[src/rtl/bcd_countdown_timer.sv]
// bcd_countdown_timer: BCD countdown timer with start/pause, runtime reload,
// saturating time bonus, low-time warning and a one-shot expiry pulse.
module bcd_countdown_timer #(
  parameter int                  DIGITS         = 2,
  parameter logic [4*DIGITS-1:0] START_VALUE    = 'h90,
  parameter logic [4*DIGITS-1:0] WARN_THRESHOLD = 'h10
) (
  input  logic                  clk,
  input  logic                  rst,
  input  logic                  tick,
  input  logic                  start,
  input  logic                  pause,
  input  logic                  load,
  input  logic [4*DIGITS-1:0]   load_value,
  input  logic                  bonus_valid,
  input  logic [4*DIGITS-1:0]   bonus_value,
  output logic [4*DIGITS-1:0]   count,
  output logic                  running,
  output logic                  end_game,
  output logic                  warn,
  output logic                  expired
);
  localparam int W = 4*DIGITS;
  typedef enum logic [1:0] {IDLE, RUN, DONE} state_t;
  state_t state_q, state_d;
  logic [W-1:0] count_q, count_d, bonus_c, base;
  logic expired_q, expired_d, fire;
  function automatic logic [W-1:0] clamp(input logic [W-1:0] v);
    logic [W-1:0] r;
    for (int i = 0; i < DIGITS; i++) r[4*i+:4] = v[4*i+:4] > 4'd9 ? 4'd9 : v[4*i+:4];
    return r;
  endfunction
  function automatic logic [W-1:0] bcd_dec(input logic [W-1:0] v);
    logic [W-1:0] r;
    logic b;
    r = v;
    b = 1'b1;
    for (int i = 0; i < DIGITS; i++) begin
      if (b) begin
        if (r[4*i+:4] == 4'd0) r[4*i+:4] = 4'd9;
        else begin
          r[4*i+:4] = r[4*i+:4] - 4'd1;
          b = 1'b0;
        end
      end
    end
    return r;
  endfunction
  // Per-digit add with decimal carry; a carry out of the top digit saturates.
  function automatic logic [W-1:0] bcd_sat_add(input logic [W-1:0] a, input logic [W-1:0] b);
    logic [W-1:0] r;
    logic [4:0] s, t;
    logic c;
    r = '0;
    c = 1'b0;
    for (int i = 0; i < DIGITS; i++) begin
      s = {1'b0, a[4*i+:4]} + {1'b0, b[4*i+:4]} + {4'b0, c};
      t = s - 5'd10;
      c = s > 5'd9;
      r[4*i+:4] = c ? t[3:0] : s[3:0];
    end
    return c ? {DIGITS{4'd9}} : r;
  endfunction
  always_comb begin
    fire = state_q == RUN && tick && !pause;
    bonus_c = clamp(bonus_value);
    base = fire && count_q != '0 ? bcd_dec(count_q) : count_q;
    state_d = state_q;
    count_d = count_q;
    if (load) begin
      state_d = IDLE;
      count_d = clamp(load_value);
    end else if (start && state_q == IDLE) state_d = RUN;
    else if (state_q == RUN) begin
      if (fire && count_q == '0 && !(bonus_valid && bonus_c != '0)) state_d = DONE;
      else count_d = bonus_valid ? bcd_sat_add(base, bonus_c) : base;
    end
    expired_d = state_d == DONE && state_q != DONE;
  end
  always_ff @(posedge clk) begin
    if (rst) begin
      state_q <= IDLE;
      count_q <= START_VALUE;
      expired_q <= 1'b0;
    end else begin
      state_q <= state_d;
      count_q <= count_d;
      expired_q <= expired_d;
    end
  end
  assign count = count_q;
  assign running = state_q == RUN;
  assign end_game = state_q == DONE;
  assign warn = state_q == RUN && count_q <= WARN_THRESHOLD;
  assign expired = expired_q;
endmodule

[config.mk]
export PLATFORM = sky130hd
export DESIGN_NAME = bcd_countdown_timer
export DESIGN_NICKNAME = d
export VERILOG_FILES = /design/src/rtl/bcd_countdown_timer.sv
export SDC_FILE = /design/constraint.sdc
export NUM_CORES = 1
export LEC_CHECK = 0
export CORE_ASPECT_RATIO = 1.4
export CORE_MARGIN = 2
export CORE_UTILIZATION = 52
export CTS_CLUSTER_SIZE = 10
export DETAILED_ROUTE_END_ITERATION = 16
export GPL_TIMING_DRIVEN = 0
export PLACE_DENSITY = 0.85
export SYNTH_ARGS = -nofsm -noshare
export SYNTH_HDL_FRONTEND = slang
export SYNTH_SLANG_ARGS = --single-unit
export TNS_END_PERCENT = 30
[constraint.sdc]
create_clock -name clk -period 8.05 [get_ports clk]
set_clock_uncertainty 0.2 [all_clocks]
set_input_delay 2.0125 -clock clk [delete_from_list [all_inputs] [get_ports clk]]
set_output_delay 2.0125 -clock clk [all_outputs]
set_load 0.005 [all_outputs]
# Word level (Yosys, flattened, before mapping)
# Index checks and enable logic that the tools add are counted.
# word_totals
register_bits,11
latch_bits,0
mem_bits_rw,0
rom_bits,0
inputBits,23
output_inout_bits,12
wordCells,61
memories,0
# op_classes
addsub,6
n_mul,0
div_mod_pow,0
order_cmp,7
n_eq_ne,6
shifts,0
mux,20
n_bitwise,0
reduce_logical,19
# ops
op,n
two-way mux 8 bit,7
two-way mux 4 bit,8
greater-than comparator 4 bit (second input constant),4
nonzero test 8 bit,2
adder 4 x 4 -> 5 bit,2
greater-than comparator 5 x 4 -> 1 bit (second input constant),2
logical AND 1 bit,9
less-or-equal comparator 8 x 5 -> 1 bit (second input constant),1
logical NOT 4 bit,2
logical NOT 8 bit,1
two-way mux 2 bit,4
subtractor 4 x 1 -> 4 bit (second input constant),2
inequality test 2 bit (second input constant),3
adder 5 x 1 -> 5 bit,1
== test 2 bit (second input constant),2
subtractor 4 bit (second input constant),1
AND reduction 3 bit,1
== test 2 x 1 -> 1 bit (second input constant),1
logical NOT 1 bit,2
logical NOT 2 bit,1
nonzero test 2 bit,1
two-way mux 1 bit,1

# Depth between registers and ports, before layout
# depth
depth_word,15
depth_mapped,22
ltp_nobuf,22

# Worst setup path before layout
# Ideal clock, no wire load.
# synth_timing
kind,input to register
start,in pause
end,reg count_q[2] (netlist: count[2])
setup_ns,0.125
arrival_time_ns,5.638
required_time_ns,7.725
path_slack_ns,2.086
cell_stages,17
path_buffers,0
cell_sequence,and4bb_2 o21ai_0 o21ai_0 ha_1 inv_1 fa_1 xor2_1 and2_1 o21ai_0 fa_1 inv_1 fa_1 xor2_1 a211o_1 nand4_1 a2111oi_1 o41a_1
# synth_between
elab_chain_len,14
word_cells_on_any_way,21
cone_classes,4 x add/sub; 2 x order compare; 1 x eq/ne; 8 x mux; 6 x reduce/logical
# synth_rtl
element,line_no,rtl
from (decl),12,"input logic pause,"
logical NOT 1 bit (*),65,fire = state_q == RUN && tick && !pause;
logical AND 1 bit (*),65,
logical AND 1 bit,67,base = fire && count_q != '0 ? bcd_dec(count_q) : count_q;
two-way mux 8 bit,67,
adder 4 x 4 -> 5 bit,57,"s = {1'b0, a[4*i+:4]} + {1'b0, b[4*i+:4]} + {4'b0, c};"
greater-than comparator 5 x 4 -> 1 bit,59,c = s > 5'd9;
adder 5 x 1 -> 5 bit,57,
greater-than comparator 5 x 4 -> 1 bit,59,
two-way mux 8 bit,62,return c ? {DIGITS{4'd9}} : r;
two-way mux 8 bit,76,"else count_d = bonus_valid ? bcd_sat_add(base, bonus_c) : base;"
two-way mux 8 bit,75,if (fire && count_q == '0 && !(bonus_valid && bonus_c != '0)) state_d = DONE;
two-way mux 8 bit,74,else if (state_q == RUN) begin
two-way mux 8 bit,73,end else if (start && state_q == IDLE) state_d = RUN;
two-way mux 8 bit,70,if (load) begin
to (signal assigned),87,count_q <= count_d;
to (decl),26,"logic [W-1:0] count_q, count_d, bonus_c, base;"
# Mark *: on every way between the ends. The rest lies on a longest branch, timed or not. The select of a mux whose other input is x is not followed.
# A chain may end at the register's enable or synchronous reset.

# Worst setup path after layout
# Ends and elaborated chain as after synthesis.

==> metrics.txt <==
status completed; Post-synth EDFFs 0; max_slew headroom 68.5%; initial core utilization 54.7%; TritonCTS buffer count 3; CTS tree done; compound-gate portion of the synthesized area 30.6%; area share of xor/xnor cells in the synthesized design 2.71%; DR iter-0 viols 36; I/O Buffers 32; count of pins over their slew limit 0; die height 63.0 um; mux share of post-synthesis cell area 2.42%; Post-Synth Simple-Gate Area 27.5%; RSZ-0062 raised after global routing no; crit path cell chain clkdlybuf4s50_1 -> and4bb_2 -> o21ai_0 -> o21ai_0 -> ha_1 -> inv_1 -> fa_1 -> xor2_1 -> and2_1 -> o21ai_0 -> fa_1 -> inv_1 -> fa_1 -> a211o_1 -> nand4_1 -> a2111oi_1 -> o41a_1; # DRC 0; setup TNS 0 ns; post-route setup slack 1.39 ns; maximum vdd drop 82.0 uV; post-synthesis sequential area ratio 17.0%; clock slew at reported path FFs 0.07 ns; DP HPWL 2810 um; core area 0.00236 mm^2; deepest clock path buffer count 2; ratio of cells with drive above 1 in the final layout 8.33%; CTS resizes 0; Clk pwr share 21.1%; Total Wirelength 3470 um; Reg area 220 um^2; critical path peak fanout 7; FMAX 0.150 GHz; Placement Rows 21; placed cell count 223; Reg power frac 32.9%; post-synth top area cell dfxtp_1; Ports 35; Tmin final 6.66 ns; GRT Util Overall 26.6%; DR vias/cell 6.04; Psw 0.0000676 W; hold buffers post-CTS 0; Synth Net Count 203; post-detailed-route count of antenna-violating nets 0; first-pass GRT wire length 5890 um; Crit. End Element flip-flop; share of total power in combinational logic 46.0%; Synth top area share 17.0%; Max Cap Viol 0; DRT Pass-1 Iters 4; Hold Crit Class flip-flop to flip-flop; post-synthesis cell count 168; H-tree Lvls 1; fillers 196; commonest cells after routing, fill and taps aside clkdlybuf4s50_1, inv_1, nand2_1; placer congestion estimate 0.906; Syn Area/Cell 7.70 um^2; Adder-Cell Fraction of Synth Area 13.3%; Final Instance Area 0.00167 mm^2; Pint 0.000119 W; overall die width 46.2 um; WL/cell 15.3 um; Critical Path RT 8.00 ns; largest family of logic cells by synthesized area compound AO/OA/AOI/OAI gates; # setup viols final 0; via total after detailed routing 1372; top cells by area, synth dfxtp_1, ha_1, inv_1; Sw Share 36.2%; antenna violations before repair 0; Slowest-stage cell, CP fa_1; Mapped Area 0.00129 mm^2; synth unique cells 54; post-CTS setup buffers 0; Period Utilization, post-route 82.7%; Place WS 1.16 ns; commonest non-fill, non-tap cell in the layout clkdlybuf4s50_1; Worst-Margin Slew 0.468 ns; crit-path max cell delay 0.45 ns; CP startpoint kind primary input; power per cell area 112 mW/mm^2; final hold viol count 0; async set-or-reset flop fraction in the synthesized netlist 0%; ant diodes 0; CP arrival 6.61 ns; Placement Cell Area 0.00164 mm^2; CTS root buf clkbuf_4; global route overflow 0; Multi-input gate area 990 um^2; Clk Latency, worst-skew pair 0.27 ns; Seq cells post-synth 11; Static Leak 0.688 nW; Top FF cell, synth dfxtp_1; die area 0.00291 mm^2; Area Overhead vs Synth 29.0%; vias in the first global route 1332; Final Hold Slack 0.300 ns; largest net degree at the start of global routing 10; final cell count without fillers 227; Setup Crit Path Kind primary input to flip-flop; final net count 240; clock sinks 11; Synth Warn # 0
==> stage by stage <==
stage | total power [W] | util [%]
after floorplan | 0.000117 | -
after global placement | 0.000143 | 69.5
after detailed placement | 0.000147 | 69.5
after CTS | 0.000186 | 70.6
after global routing | 0.000200 | 70.6
final | 0.000187 | 70.6
==> final cells by class <==
type | instances | area share [%]
plain buffers | 5 | 1.20
clock buffers | 4 | 1.57
inverters | 17 | 3.82
multi-input cells | 135 | 59.3
flip-flops and latches | 11 | 13.2
well taps | 23 | 1.72
repair buffers | 32 | 19.2
==> routing by layer <==
metal	part of all wire [%]	track usage, %	vias to the layer above
met2	52	44.3	41
met1	41	34.1	627
li1	-	-	692
met3	4.4	3.47	12
met4	3.1	8.21	0
met5	0	0	-
==> cell usage after synthesis, drive strengths merged, types with 3 or more instances <==
| cell type | instances |
|---|---|
| o221ai | 3 |
| a31oi | 4 |
| o21ai | 12 |
| nor2b | 5 |
| fa | 3 |
| xor2 | 3 |
| a21oi | 10 |
| nor3 | 6 |
| inv | 17 |
| ha | 9 |
| nand2 | 17 |
| nor2 | 12 |
| dfxtp | 11 |
| clkbuf | 4 |
| nor3b | 4 |
| nand2b | 6 |
| a21o | 3 |
| nor4 | 3 |
==> power by group through the flow <==
stage	sequential [W]	combinational [W]	clock, W
after floorplan	0.0000620	0.0000547	0
after global placement	0.0000624	0.0000809	0
after detailed placement	0.0000626	0.0000843	0
after CTS	0.0000614	0.0000852	0.0000397
after global routing	0.0000619	0.0000954	0.0000424
final	0.0000615	0.0000859	0.0000394
==> worst max-delay path, delay by kind of cell <==
kind | cells | cell delay, ns
buffers and inverters | 3 | 0.54
adders and majority gates | 4 | 1.54
xor gates and xnor gates | 1 | 0.25
AOI/OAI and AO/OA | 6 | 1.42
and+or+nand+nor | 3 | 0.82
==> kinds of logic (layout without fill, tap and decap cells) <==
logic type               Yosys count  count (layout)
AO/OA/AOI/OAI                     53              53
XOR/XNOR                           4               4
adder cells (fa/ha/maj)           12              12
buffers and inverters             22              58
flip-flops                        11              11
multiplexers                       3               3
AND/OR/NAND/NOR                   63              63
==> registers in the layout (all words and copies together) (netlist names) <==
signal	count
count	8
expired	1
state_q	2
==> path summary, 6_finish.rpt <==
kind                            slack [ns]       start  depth (start not counted)         end
worst max-delay path                  1.39       pause                         17    count[2]
worst min-delay path                  0.30  state_q[1]                          2  state_q[1]
worst max register to register        2.94    count[0]                         18    count[2]
worst min register to register        0.30  state_q[1]                          2  state_q[1]
Note: power is estimated with default switching activity, not from simulation.
